===== src/rtl/riscv_pkg.sv =====
// Shared types for the IF/LS memory arbiter: FSM states, owner IDs and default widths.
package riscv_pkg;

    localparam int ADDR_W_DEF = 32;
    localparam int DATA_W_DEF = 32;

    typedef enum logic [1:0] {
        IDLE = 2'd0,
        BUSY = 2'd1,
        RESP = 2'd2
    } arb_state_e;

    typedef enum logic [1:0] {
        OWN_NONE = 2'd0,
        OWN_IF   = 2'd1,
        OWN_LS   = 2'd2
    } owner_e;

    // Counter width able to hold 0..max_val.
    function automatic int cnt_width(input int max_val);
        return (max_val > 1) ? $clog2(max_val + 1) : 1;
    endfunction

endpackage


===== src/rtl/riscv_arb_fair_ctr.sv =====
// Starvation guard: counts consecutive LS grants while IF is waiting and raises force_if
// once STARVE_MAX of them have been issued. Only used when ARB_FAIRNESS_EN is defined.
module riscv_arb_fair_ctr
    import riscv_pkg::*;
#(
    parameter int STARVE_MAX = 4
) (
    input  logic clk,
    input  logic rst,
    input  logic if_req,
    input  logic if_gnt,
    input  logic ls_gnt,
    output logic force_if
);

    localparam int CW = cnt_width(STARVE_MAX);

    logic [CW-1:0] cnt_q, cnt_d;

    always_comb begin
        cnt_d = cnt_q;
        if (if_gnt) begin
            cnt_d = '0;
        end else if (ls_gnt) begin
            // Cannot exceed STARVE_MAX: at the limit a waiting IF always wins.
            cnt_d = if_req ? cnt_q + 1'b1 : '0;
        end
    end

    always_ff @(posedge clk) begin
        if (rst) begin
            cnt_q <= '0;
        end else begin
            cnt_q <= cnt_d;
        end
    end

    assign force_if = (cnt_q == CW'(STARVE_MAX));

endmodule


===== src/rtl/riscv_mem_arbiter.sv =====
// Shares one fixed-latency single-port memory between IF and LS, LS first.
// Optional IF starvation guard is built when ARB_FAIRNESS_EN is defined.
module riscv_mem_arbiter
    import riscv_pkg::*;
#(
    parameter int ADDR_W     = ADDR_W_DEF,
    parameter int DATA_W     = DATA_W_DEF,
    parameter int MEM_LAT    = 1,
    parameter int STARVE_MAX = 4
) (
    input  logic                CLK,
    input  logic                RST,
    input  logic                if_req,
    input  logic [ADDR_W-1:0]   if_addr,
    output logic                if_gnt,
    output logic                if_rvalid,
    output logic [DATA_W-1:0]   if_rdata,
    input  logic                ls_req,
    input  logic                ls_we,
    input  logic [DATA_W/8-1:0] ls_be,
    input  logic [ADDR_W-1:0]   ls_addr,
    input  logic [DATA_W-1:0]   ls_wdata,
    output logic                ls_gnt,
    output logic                ls_rvalid,
    output logic [DATA_W-1:0]   ls_rdata,
    output logic                mem_en,
    output logic                mem_we,
    output logic [DATA_W/8-1:0] mem_be,
    output logic [ADDR_W-1:0]   mem_addr,
    output logic [DATA_W-1:0]   mem_wdata,
    input  logic [DATA_W-1:0]   mem_rdata
);

    localparam int CNT_W = cnt_width(MEM_LAT - 1);
    localparam logic [CNT_W-1:0] CNT_LAST = CNT_W'(MEM_LAT - 1);

    arb_state_e        state_q, state_d;
    owner_e            owner_q, owner_d;
    logic              owner_we_q, owner_we_d;
    logic [CNT_W-1:0]  cnt_q, cnt_d;
    logic              if_rvalid_q, if_rvalid_d;
    logic              ls_rvalid_q, ls_rvalid_d;
    logic [DATA_W-1:0] if_rdata_q, if_rdata_d;
    logic [DATA_W-1:0] ls_rdata_q, ls_rdata_d;

    logic can_gnt;
    logic pick_if;
    logic pick_ls;
    logic force_if;

`ifdef ARB_FAIRNESS_EN
    riscv_arb_fair_ctr #(
        .STARVE_MAX (STARVE_MAX)
    ) u_fair_ctr (
        .clk      (CLK),
        .rst      (RST),
        .if_req   (if_req),
        .if_gnt   (pick_if),
        .ls_gnt   (pick_ls),
        .force_if (force_if)
    );
`else
    // Strict LS priority; STARVE_MAX only has meaning with the guard built in.
    assign force_if = 1'b0 && (STARVE_MAX > 0);
`endif

    // Grants are gated by RST so nothing reaches the memory while in reset.
    always_comb begin
        can_gnt = !RST && ((state_q == IDLE) || (state_q == RESP));
        pick_if = can_gnt && if_req && (!ls_req || force_if);
        pick_ls = can_gnt && ls_req && !pick_if;
    end

    always_comb begin
        if_gnt    = pick_if;
        ls_gnt    = pick_ls;
        mem_en    = pick_if || pick_ls;
        mem_we    = pick_ls && ls_we;
        mem_be    = '0;
        mem_addr  = '0;
        mem_wdata = '0;
        if (pick_ls) begin
            mem_be    = ls_we ? ls_be : '1;
            mem_addr  = ls_addr;
            mem_wdata = ls_wdata;
        end else if (pick_if) begin
            mem_be    = '1;
            mem_addr  = if_addr;
        end
    end

    always_comb begin
        state_d     = state_q;
        owner_d     = owner_q;
        owner_we_d  = owner_we_q;
        cnt_d       = cnt_q;
        if_rvalid_d = 1'b0;
        ls_rvalid_d = 1'b0;
        if_rdata_d  = if_rdata_q;
        ls_rdata_d  = ls_rdata_q;
        case (state_q)
            IDLE, RESP: begin
                if (mem_en) begin
                    state_d    = BUSY;
                    cnt_d      = '0;
                    owner_d    = pick_ls ? OWN_LS : OWN_IF;
                    owner_we_d = pick_ls && ls_we;
                end else begin
                    state_d    = IDLE;
                    owner_d    = OWN_NONE;
                    owner_we_d = 1'b0;
                end
            end
            BUSY: begin
                if (cnt_q == CNT_LAST) begin
                    // mem_rdata is valid in this cycle; register it for the owner.
                    state_d = RESP;
                    if (owner_q == OWN_IF) begin
                        if_rvalid_d = 1'b1;
                        if_rdata_d  = mem_rdata;
                    end else if (owner_q == OWN_LS) begin
                        ls_rvalid_d = 1'b1;
                        if (!owner_we_q) begin
                            ls_rdata_d = mem_rdata;
                        end
                    end
                end else begin
                    cnt_d = cnt_q + 1'b1;
                end
            end
            default: begin
                state_d = IDLE;
                owner_d = OWN_NONE;
            end
        endcase
    end

    always_ff @(posedge CLK) begin
        if (RST) begin
            state_q     <= IDLE;
            owner_q     <= OWN_NONE;
            owner_we_q  <= 1'b0;
            cnt_q       <= '0;
            if_rvalid_q <= 1'b0;
            ls_rvalid_q <= 1'b0;
            if_rdata_q  <= '0;
            ls_rdata_q  <= '0;
        end else begin
            state_q     <= state_d;
            owner_q     <= owner_d;
            owner_we_q  <= owner_we_d;
            cnt_q       <= cnt_d;
            if_rvalid_q <= if_rvalid_d;
            ls_rvalid_q <= ls_rvalid_d;
            if_rdata_q  <= if_rdata_d;
            ls_rdata_q  <= ls_rdata_d;
        end
    end

    assign if_rvalid = if_rvalid_q;
    assign ls_rvalid = ls_rvalid_q;
    assign if_rdata  = if_rdata_q;
    assign ls_rdata  = ls_rdata_q;

endmodule

===== config.mk =====
export PLATFORM = sky130hd
export DESIGN_NAME = riscv_mem_arbiter
export DESIGN_NICKNAME = d
export VERILOG_FILES = /design/src/rtl/riscv_pkg.sv /design/src/rtl/riscv_arb_fair_ctr.sv /design/src/rtl/riscv_mem_arbiter.sv
export SDC_FILE = /design/constraint.sdc
export NUM_CORES = 1
export LEC_CHECK = 0
export CAP_MARGIN = 25
export CORE_AREA = 5 5 113 115
export DETAILED_ROUTE_END_ITERATION = 10
export DIE_AREA = 0 0 118 120
export HOLD_SLACK_MARGIN = 0.06
export PLACE_DENSITY_LB_ADDON = 0.2
export SLEW_MARGIN = 20
export SYNTH_ARGS = -nofsm -noshare
export SYNTH_HDL_FRONTEND = slang
export SYNTH_SLANG_ARGS = --single-unit

===== constraint.sdc =====
create_clock -name CLK -period 1.3 [get_ports CLK]
set_input_delay 0.195 -clock CLK [delete_from_list [all_inputs] [get_ports CLK]]
set_output_delay 0.195 -clock CLK [all_outputs]
set_load 0.005 [all_outputs]

# [Word-level counts from Yosys, hierarchy flattened]
# Cells that the tools add are included.
[totals] ramBits=0 mem_bits_ro=0 elab_cells=56 mem_count=0 regBits=72 output_inout_bits=138 latch_bits=0 in_bits=137
[classes] multipliers=0 add_sub_neg=1 div_mod_pow=0 muxes=18 n_lt_le_gt_ge=0 eq_ne=6 shift=0 reduce_logical=19 n_bitwise=4
[op_table] operator="$mux 32" n=3
[op_table] operator="$mux 4" n=3
[op_table] operator="$pmux 2 s2" n=2
[op_table] operator="$logic_and 1x1->1" n=6
[op_table] operator="$mux 1" n=6
[op_table] operator="$mux 2" n=3
[op_table] operator="$reduce_and 5->1" n=1
[op_table] operator="$eq 2x1->1 const B" n=2
[op_table] operator="$eq 2x2->1 const B" n=2
[op_table] operator="$ne 2x2->1 const B" n=2
[op_table] operator="$not 1->1" n=4
[op_table] operator="$reduce_or 4->1" n=1
[op_table] operator="$logic_not 1->1" n=3
[op_table] operator="$reduce_and 3->1" n=1
[op_table] operator="$reduce_or 3->1" n=1
[op_table] operator="$logic_not 2->1" n=1
[op_table] operator="$logic_or 1x1->1" n=2
[op_table] operator="$pmux 1 s2" n=1
[op_table] operator="$reduce_and 2->1" n=1
[op_table] operator="$reduce_bool 2->1" n=1
[op_table] operator="$reduce_or 2->1" n=1
[op_table] operator="$add 1x1->1 const B" n=1

# [Depth between registers and ports, before layout]
[depth] ltp_word=10 mapped_depth=5

# [Worst setup path before layout]
# OpenSTA, ideal clock, no wires.
[synth_path] kind="register to output" startpoint="register state_q[0]" endpoint="output mem_addr[22]" stages_incl_launch_ff=6 slack_ns=-0.129 t_arrival_ns=1.234 cell_sequence="dfxtp_1 > nor2_2 > nand3b_1 > inv_2 > buf_2 > a22o_1"
[synth_via] elab_chain_len=8 elab_cells_between_ends=11 classes_between="eq/ne (1); mux (2); reduce/logical (8)"
[synth_lines] element="from (decl)" line_no="riscv_mem_arbiter.sv:37" text="arb_state_e state_q, state_d;"
[synth_lines] element="from (signal assigned)" line_no="riscv_mem_arbiter.sv:149" text="state_q <= state_d;"
[synth_lines] element="$eq 2x2->1 / $logic_not 2->1 (equally long branches)" line_no="riscv_mem_arbiter.sv:69" text="can_gnt = !RST && ((state_q == IDLE) || (state_q == RESP));"
[synth_lines] element="$logic_or 1x1->1 *" line_no="riscv_mem_arbiter.sv:69"
[synth_lines] element="$logic_and 1x1->1 *" line_no="riscv_mem_arbiter.sv:69"
[synth_lines] element="$logic_and 1x1->1 * (2 in a row)" line_no="riscv_mem_arbiter.sv:70" text="pick_if = can_gnt && if_req && (!ls_req || force_if);"
[synth_lines] element="net if_gnt" line_no="riscv_mem_arbiter.sv:15" text="output logic if_gnt,"
[synth_lines] element="$logic_not 1->1" line_no="riscv_mem_arbiter.sv:71" text="pick_ls = can_gnt && ls_req && !pick_if;"
[synth_lines] element="$logic_and 1x1->1" line_no="riscv_mem_arbiter.sv:71"
[synth_lines] element="$mux 32 *" line_no="riscv_mem_arbiter.sv:82" text="if (pick_ls) begin"
[synth_lines] element="to (decl)" line_no="riscv_mem_arbiter.sv:29" text="output logic [ADDR_W-1:0] mem_addr,"
# Mark *: on every way through the listed nets, which the timed path passes. The rest lies on a longest branch.

# [Worst setup path in the final report]
[layout_path] startpoint="register state_q[0]" endpoint="output mem_addr[3]"
[layout_via] elab_chain_len=8 elab_cells_between_ends=11 classes_between="eq/ne (1); mux (2); reduce/logical (8)"
[layout_lines] element="$eq 2x2->1 / $logic_not 2->1 (equally long branches)" line_no="riscv_mem_arbiter.sv:69"
[layout_lines] element="$logic_or 1x1->1 *" line_no="riscv_mem_arbiter.sv:69"
[layout_lines] element="$logic_and 1x1->1 *" line_no="riscv_mem_arbiter.sv:69"
[layout_lines] element="$logic_and 1x1->1 (2 in a row)" line_no="riscv_mem_arbiter.sv:70"
[layout_lines] element="$logic_not 1->1" line_no="riscv_mem_arbiter.sv:71"
[layout_lines] element="$logic_and 1x1->1" line_no="riscv_mem_arbiter.sv:71"
[layout_lines] element="$mux 32 *" line_no="riscv_mem_arbiter.sv:82"
# Every way passes the cells marked *; elsewhere a longest branch is shown, timed or not.

==> summary.md <==
| Metric | Value |
|---|---|
| Simple-gate share of the synthesized area | 28.96% |
| Starting Density | 28.81% |
| Synth warn | 0 |
| Reg-to-reg slack, setup | -290 ps |
| I/O pin cnt | 275 |
| Synth Cell Area | 3374 um2 |
| Drt pass-1 iters | 4 |
| # nets final | 852 |
| Overflow after GRT | 0 |
| Synth area leaders | dfxtp_1 42%, nand2b_1 12%, mux2i_1 9.5% |
| Post-synth top area share | 42.12% |
| # rows | 40 |
| Non-Filler Instances | 867 |
| CP Capture Type | output pin |
| Post-cts hold buffer count | 0 |
| Final Hold Vio Count | 0 |
| RSZ-0062 raised after global routing | yes |
| CTS Sinks | 71 |
| Antenna violations before repair | 0 |
| Vias in the first global route | 4317 |
| Highest clock rate | 553.9 MHz |
| Reg2Reg Launch Point | state_q[0] |
| I/O Buffers | 274 |
| Hold crit path type | input port to register |
| FF+latch count, synth | 71 |
| Post-synthesis mux area share | 9.492% |
| Drt wl/cell | 17.94 um |
| Startpoint types | register |
| Critical path type | register to output pin |
| Worst Path Required | 1110 ps |
| Synthesized net count | 532 |
| Setup violators final | 137 |
| Hold_sp | RST |
| Synth Area in XOR/XNOR | 0% |
| Hold depth | 5 |
| Fraction of layout cells with a size suffix above 1 | 31.39% |
| Seq/Total Area, Yosys | 42.12% |
| Status | finished with violations |
| Post-Place Worst Slack | -714.6 ps |
| Chip width | 118 um |
| Core area | 11710 um2 |
| Routability cong. | 0.9712 |
| Final slew viol count | 0 |
| Root Buffer | clkbuf_16 |
| CTS Buf Count | 9 |
| Die area | 14160 um2 |
| Final WL | 15.55 mm |
| Die height | 120 um |
| Hold Path End | owner_q[0] |
| PD cells | 814.4 nW/um2 |
| DR vias/cell | 4.749 |
| Slew HR | 37.58% |
| Main combinational cell family by area after synthesis | simple AND/OR/NAND/NOR gates |
| R2R depth | 6 |
| Bufs on Longest Clock Path | 2 |
| Final Skew | 5.504 ps |
| Clock Latency Late Sink | 320 ps |
| Area Growth Syn to Fin | 118.4% |
| Final period util | 138.9% |
| Routed via count | 4117 |
| Residual DRC | 0 |
| Syn Area/Cell | 8.543 um2 |
| Post-detail-place hpwl | 10.77 mm |
| Post-synthesis adder-cell area fraction | 0% |
| Pin count of the biggest net entering global routing | 103 |
| Failing checks | negative setup slack |
| Crit path max fanout | 7 |
| Library cells used by synthesis | 24 |
| Synth area leader | dfxtp_1 |
| Final min period | 1805 ps |
| Register clock-pin slew on the reported worst setup and hold paths | 50 ps |
| Fill cells | 1009 |
| RR Endpoint | ls_rdata[23] |
| LEAKAGE | 3.492 nW |
| PnR worst setup slack | -505.3 ps |
| Compound-gate portion of the synthesized area | 14.53% |
| Total global-route track usage | 20.06% |
| MaxCap Viol Count | 0 |
| CTS tree | built |
| Number of H-tree levels | 3 |
| DP Cell Count | 802 |
| Post-layout util | 62.93% |
| First-pass GRT wire length | 22.94 mm |
| Mapped Cells | 395 |
| Critical Path AT | 1610 ps |
| Initial DRC count | 229 |
| Worst Tran Pin Value | 936.2 ps |
| # diodes | 0 |
| Antenna Nets Post-Route | 0 |
| Maximum VDD drop | 0.6977 mV |
[cell usage in the layout, fill, tap and decap left out, types with 10 or more instances in the layout]
master and count:
clkdlybuf4s50_1 134, dfxtp_1 70, dlygate4sd2_1 67, nand2b_1 66, buf_2 57, nand2_1 38
a22o_1 32, mux2i_1 32, and3_1 29, buf_4 29, a21oi_2 25, nand2_2 21
buf_6 16, clkbuf_16 14, buf_12 13, clkdlybuf4s15_2 13, a21oi_1 10
[report_power, final]
part / switching, mW / total (mW) / internal, mW
logic: 0.469 / 1.34 / 0.866
clock network: 0.935 / 2.43 / 1.49
registers: 0.0227 / 2.24 / 2.21
[repair_timing]
item,CTS,global route
cloned,11,8
gates resized for setup,421,43
buffers inserted,23,11
pin swaps,36,28
endpoints found under the setup margin,202,137
[state kept, by name (all words and copies together) (netlist names)]
| signal | flops |
|---|---|
| if_rdata | 32 |
| ls_rdata | 32 |
| owner_q | 2 |
| state_q | 2 |
| if_rvalid | 1 |
| ls_rvalid | 1 |
| owner_we_q | 1 |
[metrics by stage]
stage / TNS, ps / power (mW) / cell area (um2) / hold slack [ps]
finish: -38800 / 6.002 / 7370 / 438.4
global placement: -48270 / 3.420 / 6387 / 441.8
CTS: -36240 / 5.953 / 7104 / 367.4
detailed placement: -50820 / 3.430 / 6387 / 448.0
floorplan: -151.7 / 2.614 / 3398 / 318.4
global route: -48490 / 6.280 / 7370 / 472.2
[cells in the mapped netlist, drive strengths merged]
cell type / count
nor4b: 1
nor3: 1
nor2: 3
or3: 1
nor4bb: 1
clkbuf: 22
nand4bb: 1
buf: 14
nor2b: 4
nand2b: 66
nand3b: 4
o21ai: 4
nand2: 66
inv: 2
and3: 33
mux2i: 32
o21a: 2
a22o: 32
a21oi: 35
dfxtp: 71
[worst max-delay path by stage]
stage / from / endpoint / depth (start not counted)
detailed placement: ls_req / mem_addr[20] / 6
finish: state_q[0] / mem_addr[3] / 8
CTS: state_q[0] / mem_addr[3] / 9
global route: state_q[0] / mem_addr[23] / 8
global placement: ls_req / mem_addr[12] / 6
floorplan: state_q[1] / ls_rdata[12] / 5
[per-layer routing]
| layer | share of wire (%) | GRT usage (%) | up-vias | wire length (um) |
|---|---|---|---|---|
| li1 | - | - | 1989 | - |
| met1 | 39 | 22.21 | 1910 | 5989 |
| met2 | 51 | 35.40 | 189 | 7883 |
| met4 | 2.4 | 6.738 | 0 | 379 |
| met3 | 8.4 | 7.446 | 29 | 1301 |
| met5 | 0 | 0 | - | 0 |
[cells by family (layout without fill, tap and decap cells)]
family	Yosys count	after routing
and+or+nand+nor	181	181
buffers and inverters	38	363
DFF	71	71
AOI/OAI and AO/OA	73	73
muxes	32	32
[worst max-delay path: stages (launching register included)]
cell	delay (ps)
dfxtp_4	350
nor2_4	40
buf_4	130
nand2_4	70
inv_4	50
buf_12	120
clkbuf_16	150
a22o_1	230
buf_2	120
[final cells by class]
type / instances / area, um2 / area share [%]
well taps: 147 / 183.9 / 2.496
clock buffers: 10 / 229.0 / 3.107
inverters: 2 / 10.01 / 0.1358
repair buffers: 345 / 3398 / 46.11
clock inverters: 6 / 67.56 / 0.9168
multi-input cells: 286 / 2056 / 27.89
flip-flops and latches: 71 / 1425 / 19.34
Power figures use the tool's default switching activity.
